$ cat src/rtl/mult_key_loader_if.sv
// Key-load and operand handshake bundle between upstream, the key loader and the multiplier.
interface mult_key_loader_if #(
    parameter int KEY_W = 32,
    parameter int OP_W  = 8
);
    logic             key_start_i;
    logic             key_bit_i;
    logic             key_valid_i;
    logic             key_ready_o;
    logic             key_loaded_o;
    logic             key_done_o;
    logic             key_err_o;
    logic [KEY_W-1:0] keyinput_o;
    logic [OP_W-1:0]  op1_i;
    logic [OP_W-1:0]  op2_i;
    logic             op_valid_i;
    logic             op_ready_o;
    logic [OP_W-1:0]  op1_o;
    logic [OP_W-1:0]  op2_o;
    logic             op_valid_o;
    logic             op_ready_i;

    modport slave (
        input  key_start_i, key_bit_i, key_valid_i, op1_i, op2_i, op_valid_i, op_ready_i,
        output key_ready_o, key_loaded_o, key_done_o, key_err_o, keyinput_o,
               op_ready_o, op1_o, op2_o, op_valid_o
    );

    modport master (
        output key_start_i, key_bit_i, key_valid_i, op1_i, op2_i, op_valid_i, op_ready_i,
        input  key_ready_o, key_loaded_o, key_done_o, key_err_o, keyinput_o,
               op_ready_o, op1_o, op2_o, op_valid_o
    );
endinterface

$ cat src/rtl/mult_key_loader.sv
// Serial key loader with even-parity check (commit 2 cycles after parity beat) and a 1-cycle operand register;
// key commit stalls while an operand is held downstream. MULT_KEY_LOCKOUT_EN adds lockout after MAX_FAIL bad loads.
module mult_key_loader #(
    parameter int KEY_W    = 32,
    parameter int OP_W     = 8
`ifdef MULT_KEY_LOCKOUT_EN
    ,
    parameter int MAX_FAIL = 3
`endif
) (
    input  logic             clk_i,
    input  logic             rst_i,
    mult_key_loader_if.slave bus
);
    localparam int CNT_W = $clog2(KEY_W + 1);
    localparam logic [CNT_W-1:0] LAST_BIT = CNT_W'(KEY_W - 1);

    typedef enum logic [2:0] {IDLE, SHIFT, PARITY, COMMIT, FAIL} state_t;

    state_t           r_state;
    state_t           w_next;
    logic [KEY_W-1:0] r_shadow;
    logic [KEY_W-1:0] w_shadow;
    logic [CNT_W-1:0] r_count;
    logic [CNT_W-1:0] w_count;
    logic [KEY_W-1:0] r_keyinput;
    logic             r_key_loaded;
    logic             r_key_done;
    logic             r_key_err;
    logic [OP_W-1:0]  r_op1;
    logic [OP_W-1:0]  r_op2;
    logic             r_op_valid;
    logic             w_key_ready;
    logic             w_beat;
    logic             w_commit;
    logic             w_fail;
    logic             w_locked;
    logic             w_lock_now;
    logic             w_op_ready;
    logic             w_op_acc;

`ifdef MULT_KEY_LOCKOUT_EN
    localparam int FC_W = $clog2(MAX_FAIL + 1);
    logic [FC_W-1:0] r_fail_cnt;

    always_ff @(posedge clk_i or posedge rst_i) begin
        if (rst_i) begin
            r_fail_cnt <= '0;
        end else if (w_fail && !w_locked) begin
            r_fail_cnt <= r_fail_cnt + FC_W'(1);
        end
    end

    assign w_locked   = (r_fail_cnt == FC_W'(MAX_FAIL));
    assign w_lock_now = w_fail && (r_fail_cnt == FC_W'(MAX_FAIL - 1));
`else
    assign w_locked   = 1'b0;
    assign w_lock_now = 1'b0;
`endif

    assign w_key_ready = (r_state == SHIFT) || (r_state == PARITY);
    assign w_beat      = bus.key_valid_i && w_key_ready;

    always_comb begin
        w_next   = r_state;
        w_shadow = r_shadow;
        w_count  = r_count;
        w_commit = 1'b0;
        w_fail   = 1'b0;
        case (r_state)
            IDLE: begin
                if (bus.key_start_i && !w_locked) begin
                    w_next   = SHIFT;
                    w_shadow = '0;
                    w_count  = '0;
                end
            end
            SHIFT: begin
                if (bus.key_start_i) begin
                    w_shadow = '0;
                    w_count  = '0;
                end else if (w_beat) begin
                    w_shadow = {r_shadow[KEY_W-2:0], bus.key_bit_i};
                    w_count  = r_count + CNT_W'(1);
                    if (r_count == LAST_BIT) begin
                        w_next = PARITY;
                    end
                end
            end
            PARITY: begin
                if (bus.key_start_i) begin
                    w_next   = SHIFT;
                    w_shadow = '0;
                    w_count  = '0;
                end else if (w_beat) begin
                    w_next = ((^r_shadow) ^ bus.key_bit_i) ? FAIL : COMMIT;
                end
            end
            COMMIT: begin
                // Key must not change under an operand pair the multiplier is still using.
                if (!r_op_valid) begin
                    w_commit = 1'b1;
                    w_next   = IDLE;
                end
            end
            FAIL: begin
                w_fail = 1'b1;
                w_next = IDLE;
            end
            default: w_next = IDLE;
        endcase
    end

    assign w_op_ready = r_key_loaded && (r_state != COMMIT) && (!r_op_valid || bus.op_ready_i);
    assign w_op_acc   = bus.op_valid_i && w_op_ready;

    always_ff @(posedge clk_i or posedge rst_i) begin
        if (rst_i) begin
            r_state      <= IDLE;
            r_shadow     <= '0;
            r_count      <= '0;
            r_keyinput   <= '0;
            r_key_loaded <= 1'b0;
            r_key_done   <= 1'b0;
            r_key_err    <= 1'b0;
            r_op1        <= '0;
            r_op2        <= '0;
            r_op_valid   <= 1'b0;
        end else begin
            r_state    <= w_next;
            r_shadow   <= w_shadow;
            r_count    <= w_count;
            r_key_done <= w_commit;
            r_key_err  <= w_fail;
            if (w_commit) begin
                r_keyinput   <= r_shadow;
                r_key_loaded <= 1'b1;
            end else if (w_lock_now) begin
                r_keyinput   <= '0;
                r_key_loaded <= 1'b0;
            end
            if (w_op_acc) begin
                r_op1      <= bus.op1_i;
                r_op2      <= bus.op2_i;
                r_op_valid <= 1'b1;
            end else if (bus.op_ready_i) begin
                r_op_valid <= 1'b0;
            end
        end
    end

    assign bus.key_ready_o  = w_key_ready;
    assign bus.key_loaded_o = r_key_loaded;
    assign bus.key_done_o   = r_key_done;
    assign bus.key_err_o    = r_key_err;
    assign bus.keyinput_o   = r_keyinput;
    assign bus.op_ready_o   = w_op_ready;
    assign bus.op1_o        = r_op1;
    assign bus.op2_o        = r_op2;
    assign bus.op_valid_o   = r_op_valid;
endmodule

$ cat src/flat_wrapper.sv
// flat-port wrapper written by rule: the top's interface ports become plain ports
module mult_key_loader_flat 
#(
    parameter int KEY_W    = 32,
    parameter int OP_W     = 8

)
  (clk_i, rst_i, bus_key_start_i, bus_key_bit_i, bus_key_valid_i, bus_op1_i, bus_op2_i, bus_op_valid_i, bus_op_ready_i, bus_key_ready_o, bus_key_loaded_o, bus_key_done_o, bus_key_err_o, bus_keyinput_o, bus_op_ready_o, bus_op1_o, bus_op2_o, bus_op_valid_o);
  mult_key_loader_if #(.KEY_W(KEY_W), .OP_W(OP_W)) bus_i ();
  input  logic clk_i;
  input  logic rst_i;
  input wire logic [$bits(bus_i.key_start_i)-1:0] bus_key_start_i;
  input wire logic [$bits(bus_i.key_bit_i)-1:0] bus_key_bit_i;
  input wire logic [$bits(bus_i.key_valid_i)-1:0] bus_key_valid_i;
  input wire logic [$bits(bus_i.op1_i)-1:0] bus_op1_i;
  input wire logic [$bits(bus_i.op2_i)-1:0] bus_op2_i;
  input wire logic [$bits(bus_i.op_valid_i)-1:0] bus_op_valid_i;
  input wire logic [$bits(bus_i.op_ready_i)-1:0] bus_op_ready_i;
  output wire logic [$bits(bus_i.key_ready_o)-1:0] bus_key_ready_o;
  output wire logic [$bits(bus_i.key_loaded_o)-1:0] bus_key_loaded_o;
  output wire logic [$bits(bus_i.key_done_o)-1:0] bus_key_done_o;
  output wire logic [$bits(bus_i.key_err_o)-1:0] bus_key_err_o;
  output wire logic [$bits(bus_i.keyinput_o)-1:0] bus_keyinput_o;
  output wire logic [$bits(bus_i.op_ready_o)-1:0] bus_op_ready_o;
  output wire logic [$bits(bus_i.op1_o)-1:0] bus_op1_o;
  output wire logic [$bits(bus_i.op2_o)-1:0] bus_op2_o;
  output wire logic [$bits(bus_i.op_valid_o)-1:0] bus_op_valid_o;
  assign bus_i.key_start_i = bus_key_start_i;
  assign bus_i.key_bit_i = bus_key_bit_i;
  assign bus_i.key_valid_i = bus_key_valid_i;
  assign bus_i.op1_i = bus_op1_i;
  assign bus_i.op2_i = bus_op2_i;
  assign bus_i.op_valid_i = bus_op_valid_i;
  assign bus_i.op_ready_i = bus_op_ready_i;
  assign bus_key_ready_o = bus_i.key_ready_o;
  assign bus_key_loaded_o = bus_i.key_loaded_o;
  assign bus_key_done_o = bus_i.key_done_o;
  assign bus_key_err_o = bus_i.key_err_o;
  assign bus_keyinput_o = bus_i.keyinput_o;
  assign bus_op_ready_o = bus_i.op_ready_o;
  assign bus_op1_o = bus_i.op1_o;
  assign bus_op2_o = bus_i.op2_o;
  assign bus_op_valid_o = bus_i.op_valid_o;
  mult_key_loader #(.KEY_W(KEY_W), .OP_W(OP_W)) u_core (.clk_i(clk_i), .rst_i(rst_i), .bus(bus_i));
endmodule
$ cat config.mk
export PLATFORM = sky130hd
export DESIGN_NAME = mult_key_loader_flat
export DESIGN_NICKNAME = d
export VERILOG_FILES = /design/src/rtl/mult_key_loader_if.sv /design/src/rtl/mult_key_loader.sv /design/src/flat_wrapper.sv
export SDC_FILE = /design/constraint.sdc
export NUM_CORES = 1
export LEC_CHECK = 0
export ABC_CLOCK_PERIOD_IN_PS = 3200
export CAP_MARGIN = 20
export CORE_UTILIZATION = 25
export DETAILED_ROUTE_END_ITERATION = 12
export PLACE_DENSITY = 0.49
export SYNTH_ARGS = -nofsm -noshare
export SYNTH_HDL_FRONTEND = slang
export SYNTH_SLANG_ARGS = --single-unit
$ cat constraint.sdc
create_clock -name clk_i -period 3.2 [get_ports clk_i]
set_input_delay 0.32 -clock clk_i [delete_from_list [all_inputs] [get_ports clk_i]]
set_output_delay 0.32 -clock clk_i [all_outputs]
set_load 0.05 [all_outputs]
==> run metrics, run 1 <==
Synth area leader dfrtp_1; Avg Cell Area, Syn between 10 and 15 um2; Slowest-stage cell, CP clkdlybuf4s50_1; DRC 0; CP cell instances nand2_1 -> o211a_1 -> clkdlybuf4s50_1; largest net degree at the start of global routing 49; Min Hold Slack 0.433 ns; Tot Pwr ~4.1 mW; vias around 2700; Synth Warn # 0; DR pass1 iterations 4; Clock Latency Late Sink between 0.3 and 0.4 ns; type of the worst setup path flop to output port; gate count after technology mapping around 350; area of the multi-input gates 1580 um2; Starting DRT DRC Count approximately 170; FF+latch count, synth 93; Root Buffer clkbuf_16; Hold Violations, Final 0; Fmax achieved ~410 MHz; CTS sink count 93; FF+latch area approximately 2300 um2; share of Yosys cell area claimed by the top area cell type roughly three fifths; Worst-Margin Slew about 0.85 ns; CP endpoint bus_op_ready_o; r2r setup slk between 1 and 1.5 ns; Lkg Pwr 2.44 nW; Layout Cells excl Fill between 600 and 700; Worst-path clk slew ~0.060 ns; vias in the first global route just under 3000; die height 128 um; Register-to-Register Path Depth 4; antenna fix cells 0; H-tree Lvls 3; Cells after DPL about 620; max-cap violations 0; Layout fillers between 1500 and 2000; crit-path max FO 11; Data arrival, critical path between 2 and 2.5 ns; Worst slew margin between 40% and 50%; Sum Neg Setup Slack 0 ns; gr usage total a little under an eighth; vias per cell 4.26; Post-DP HPWL just under 6 mm; Final Cycle Share 76.2%; Port Buffers 76; Initial Util between 20% and 30%; max-slew violations 0; chip width 128 um; Layout Nets 447; CTS Buffer Depth 2; Tightest Hold Check Type input pin to async pin; RR Endpoint u_core.bus.op2_o[4]$_DFFE_PP0P_; Max IR drop VDD about 0.54 mV; most common cell after layout, fill and taps aside dfrtp_1; grt ovf 0; initial antenna violation count 0; Critical Path Sink Type output port; Placed Area ~5000 um2; Worst Skew 0.00822 ns; highest-count cells in the layout ignoring fill and taps 93 x dfrtp_1, 80 x nand2_1, 76 x clkdlybuf4s50_1, 48 x mux2_2, 38 x nand3_1; slowest stage delay, CP 0.84 ns; Final ANT Viol Nets 0; CORE AREA ~15000 um2; pwr dens between 700 and 800 nW/um2; Seq/Total Area, Yosys approximately 58%; CTS Hold Buffers Added 0; share of cells above drive strength 1 17.5%; FP Rows 45; Post-CTS Setup Repair Bufs 0; die area ~16000 um2; synthesized cell area 3980 um2; status finished clean; first-pass GRT wire length roughly 15 mm; R2R Path Start u_core.r_state[0]$_DFFE_PP0P_; syn nets 371; Worst Path Required roughly 2.9 ns; setup violators final 0; mean routed wirelength per cell roughly 14 um; RSZ-0062 raised after global routing false; CP startpoint kind flop; Final GP Congestion ~0.69; leading post-synthesis cells by cell area dfrtp_1 58%, mux2_2 14%, nand2_1 7.5%, xnor2_1 5.9%, nand3_1 4.8%; Final Instance Area between 5000 and 6000 um2; CTS tree built; area grow syn2layout 33.2%; crit path time final approximately 2.4 ns; CTS buffer count 9; worst setup path startpoint u_core.r_state[0]$_DFFE_PP0P_; cts repair resizes 0; total wire length 8.75 mm; Cell variety after synth 30; # IOs 77
routing by layer:
metal | track usage (%) | up-vias | wire length [um]
met4 | 3.88 | 0 | 60
met3 | 5.51 | 7 | 732
met1 | 15.3 | 1321 | 4110
met5 | 0 | - | 0
li1 | - | 1315 | -
met2 | 17.0 | 78 | 3850
state kept, by name, summed over array words and instances, names as in the netlist, 3 cells and up:
signal                 count
u_core.bus.keyinput_o     32
u_core.r_shadow           32
u_core.bus.op1_o           8
u_core.bus.op2_o           8
u_core.r_count             6
u_core.r_state             3
power breakdown:
part           internal, mW  leakage (nW)  switching (mW)
Clock                 0.649         0.150           0.436
Combinational         0.565          1.04            1.03
Sequential             1.34          1.25           0.126
logic make-up (layout without fill, tap and decap cells):
group,Yosys count,count (layout),synth area share [%]
XOR/XNOR,32,32,7.73
AO/OA/AOI/OAI,15,15,2.54
adder cells (fa/ha/maj),1,1,0.314
flip-flops,93,93,58.4
multiplexers,49,49,13.8
AND/OR/NAND/NOR,136,136,15.0
buffers and inverters,21,102,2.14
worst max-delay path, delay by kind of cell, from the launching register on:
kind,cells,cell delay (ns)
buf+inv,1,0.84
compound gates,1,0.26
flops,1,0.49
simple gates,1,0.18
cell usage after synthesis:
| master | instances |
|---|---|
| a211o_1 | 1 |
| or2_2 | 1 |
| nor3b_1 | 2 |
| o31ai_1 | 2 |
| nor2b_1 | 1 |
| nand2_1 | 80 |
| a211oi_1 | 1 |
| a22o_1 | 1 |
| dfrtp_1 | 93 |
| nor3_1 | 1 |
| xor2_1 | 3 |
| nor3_2 | 1 |
| clkbuf_1 | 14 |
| xnor2_1 | 27 |
| buf_2 | 5 |
| nor4b_1 | 1 |
| inv_1 | 2 |
| nand3_1 | 38 |
| mux2i_1 | 1 |
| o211a_1 | 1 |
| mux2_2 | 48 |
| ha_1 | 1 |
| nand2b_1 | 3 |
| xnor3_1 | 2 |
| nor2_1 | 7 |
| nand4bb_1 | 1 |
| a21oi_1 | 4 |
| o21ai_0 | 3 |
| a31o_1 | 1 |
| a21o_1 | 1 |
per-stage QoR:
step           setup slack [ns]  util (%)
3_3_place_gp              0.871      32.5
2_1_floorplan             0.460         -
4_1_cts                   0.751      34.5
6_report                  0.762      34.5
3_5_place_dp              0.862      32.5
5_1_grt                   0.669      34.5
worst min-delay path by stage:
stage,end,start
global placement,u_core.r_count[1]$_DFFE_PP0P_,u_core.r_count[1]$_DFFE_PP0P_
global route,u_core.bus.op2_o[4]$_DFFE_PP0P_,rst_i
floorplan,u_core.r_count[5]$_DFFE_PP0P_,bus_key_start_i
finish,u_core.bus.op2_o[4]$_DFFE_PP0P_,rst_i
CTS,u_core.bus.op2_o[4]$_DFFE_PP0P_,rst_i
detailed placement,u_core.bus.op1_o[4]$_DFFE_PP0P_,u_core.bus.op1_o[4]$_DFFE_PP0P_
cell type report:
class	instances	area share, %
Clock buffer	13	4.90
Clock inverter	3	0.825
Inverter	2	0.165
Multi-Input combinational cell	233	29.8
Sequential cell	93	43.9
Tap cell	211	4.98
Timing Repair Buffer	84	15.5
Note: power is estimated with default switching activity, not from simulation.
==> run 2, diff against run 1 <==
- ABC_CLOCK_PERIOD_IN_PS: 3200 -> 2150
- PLACE_DENSITY: 0.49 -> 0.51
- clock period: 3.2 -> 2.15 ns (I/O delays scaled with it)
==> run metrics, run 2 (synthesized netlist as in run 1, its figures left out) <==
vias per cell 4.25 (was 4.26); CTS buffer count 9 (unchanged); CP startpoint kind flop (unchanged); highest-count cells in the layout ignoring fill and taps 93 x dfrtp_1, 80 x nand2_1, 74 x clkdlybuf4s50_1, 48 x mux2_2, 38 x nand3_1 (was 93 x dfrtp_1, 80 x nand2_1, 76 x clkdlybuf4s50_1, 48 x mux2_2, 38 x nand3_1); max-slew violations 0 (unchanged); DRC 0 (unchanged); CORE AREA 15400 um2 (unchanged); max-cap violations 0 (unchanged); initial antenna violation count 1 (was 0); Final ANT Viol Nets 0 (unchanged); gr usage total 11.7% (about the same); Worst-Margin Slew 0.571 ns (was 0.848 ns); type of the worst setup path flop to flop (was flop to output port); share of cells above drive strength 1 18.8% (was 17.5%); Worst slew margin 61.8% (was 43.5%); pwr dens 1170 nW/um2 (was 780 nW/um2); Final Instance Area 5420 um2 (was 5310 um2); Starting DRT DRC Count 169 (was 171); fin util 35.2% (was 34.5%); slowest stage delay, CP 0.46 ns (was 0.84 ns); Slowest-stage cell, CP xnor3_1 (was clkdlybuf4s50_1); status finished clean (unchanged); DR pass1 iterations 4 (unchanged); crit-path most repeated cell xnor2_1; Worst Skew 0.00936 ns (was 0.00822 ns); chip width 128 um (unchanged); crit-path max FO 4 (was 11); Tot Pwr 6.31 mW (was 4.14 mW); CTS Buffer Depth 2 (unchanged); Lkg Pwr 2.48 nW (was 2.44 nW); CTS Hold Buffers Added 0 (unchanged); Port Buffers 76 (unchanged); Fmax achieved ~520 MHz; setup violators final 0 (unchanged); crit-path leading delay family XOR/XNOR gates (was buffers and inverters); first-pass GRT wire length 14.7 mm (was 14.8 mm); total wire length 8.71 mm (was 8.75 mm); Tightest Hold Check Type input pin to async pin (unchanged); grt ovf 0 (unchanged); Layout fillers 1530 (was 1505); CP cell instances xor2_1 -> xnor2_1 -> xnor2_1 -> xnor3_1 -> xnor2_1 -> a31o_1 (was nand2_1 -> o211a_1 -> clkdlybuf4s50_1); CTS sink count 93 (unchanged); Post-DP HPWL 5.79 mm (was 5.84 mm); Max IR drop VDD 0.716 mV (was 0.541 mV); RSZ-0062 raised after global routing false (unchanged); largest net degree at the start of global routing 50 (was 49); H-tree Lvls 3 (unchanged); Buf/Inv on CP 0 (was 1); vias in the first global route 2756 (was 2927); Initial Util 25.9% (unchanged); setup ws final 0.233 ns (was 0.762 ns); CTS tree built (unchanged); Worst Path Required 2.37 ns (was 2.88 ns); Worst-path clk slew 0.07 ns (was 0.06 ns); area grow syn2layout 36.0% (was 33.2%); Hold Violations, Final 0 (unchanged); Place WS 0.0299 ns (was 0.862 ns); Layout Nets 449 (was 447); # IOs 77 (unchanged); Critical Path Sink Type flop (was output port); Post-CTS Setup Repair Bufs 0 (unchanged); cts repair resizes 0 (unchanged); Root Buffer clkbuf_16 (unchanged); Final Cycle Share around nine tenths; FP Rows 45 (unchanged); most common cell after layout, fill and taps aside dfrtp_1 (unchanged); die height 128 um (unchanged); antenna fix cells 0 (unchanged); crit path time final roughly 1.9 ns; die area 16400 um2 (unchanged); Clock Latency Late Sink 0.34 ns (about the same); Placed Area 5110 um2 (was 5000 um2); Data arrival, critical path 2.14 ns (was 2.12 ns); vias 2724 (was 2721); Final GP Congestion 0.738 (was 0.688); mean routed wirelength per cell 13.6 um (was 13.7 um); Sum Neg Setup Slack 0 ns (unchanged)
==> run 2: changes by cell type in the layout (fill, tap and decap cells not counted), sizes merged <==
cell / before / now
buf: 8 / 12
clkbuf: 13 / 9
clkdlybuf4s50: 76 / 74
clkinv: 3 / 4
clkinvlp: 0 / 3
==> run 2: routing by layer <==
layer  track usage [%]  vias up  wire [um]
li1                  -     1317          -
met5                 0        -          0
met1              14.9     1333       4050
met4              4.29        0        102
met2              17.1       68       3930
met3              5.59        6        633
==> run 2: worst paths after layout <==
| kind | end | depth (start not counted) | start | slack [ns] |
|---|---|---|---|---|
| worst max-delay path | u_core.r_state[0]$_DFFE_PP0P_ | 6 | u_core.r_shadow[24]$_DFFE_PP0P_ | 0.23 |
| worst min-delay path | u_core.bus.keyinput_o[13]$_DFFE_PP0P_ | 2 | rst_i | 0.26 |
| worst max register to register | u_core.r_state[0]$_DFFE_PP0P_ | 6 | u_core.r_shadow[24]$_DFFE_PP0P_ | 0.23 |
| worst min register to register | u_core.bus.op2_o[3]$_DFFE_PP0P_ | 1 | u_core.bus.op2_o[3]$_DFFE_PP0P_ | 0.50 |
| max in group asynchronous | u_core.r_shadow[1]$_DFFE_PP0P_ | 3 | rst_i | 1.28 |
| min in group clk_i | u_core.bus.op2_o[1]$_DFFE_PP0P_ | 2 | bus_op2_i[1] | 0.48 |
==> run 2: report_power, final <==
group          internal, mW  total (mW)  switching (mW)
Clock                 0.905        1.61           0.701
Sequential             1.99        2.14           0.146
Combinational         0.971        2.57            1.60
Total                  3.87        6.31            2.45
==> run 2: worst register-to-register path, cell delays in order, from the launching register on <==
cell and delay, ns:
dfrtp_1 0.43, xor2_1 0.20, xnor2_1 0.19, xnor2_1 0.13
xnor3_1 0.46, xnor2_1 0.17, a31o_1 0.23
==> run 2: layout make-up <==
type,instances,area [um2],share of cell area (%)
sequential,93,2330,43.0
tap,211,264,4.87
clock buffer,9,225,4.16
timing repair buffer,86,931,17.2
clock inverter,7,76.3,1.41
inverter,2,11.3,0.208
multi-input combinational,233,1580,29.2
==> run 2: per-stage QoR <==
stage,hold WS (ns),instances
after floorplan,0.297,347
final,0.257,641
after detailed placement,0.494,625
after global routing,0.283,641
after CTS,0.258,641
after global placement,0.481,625
==> run 3, diff against run 2 <==
- GPL_ROUTABILITY_DRIVEN: unset -> 0
==> results of run 3 <==
Same layout as run 2: the final DEF is identical, and so are final timing and power.
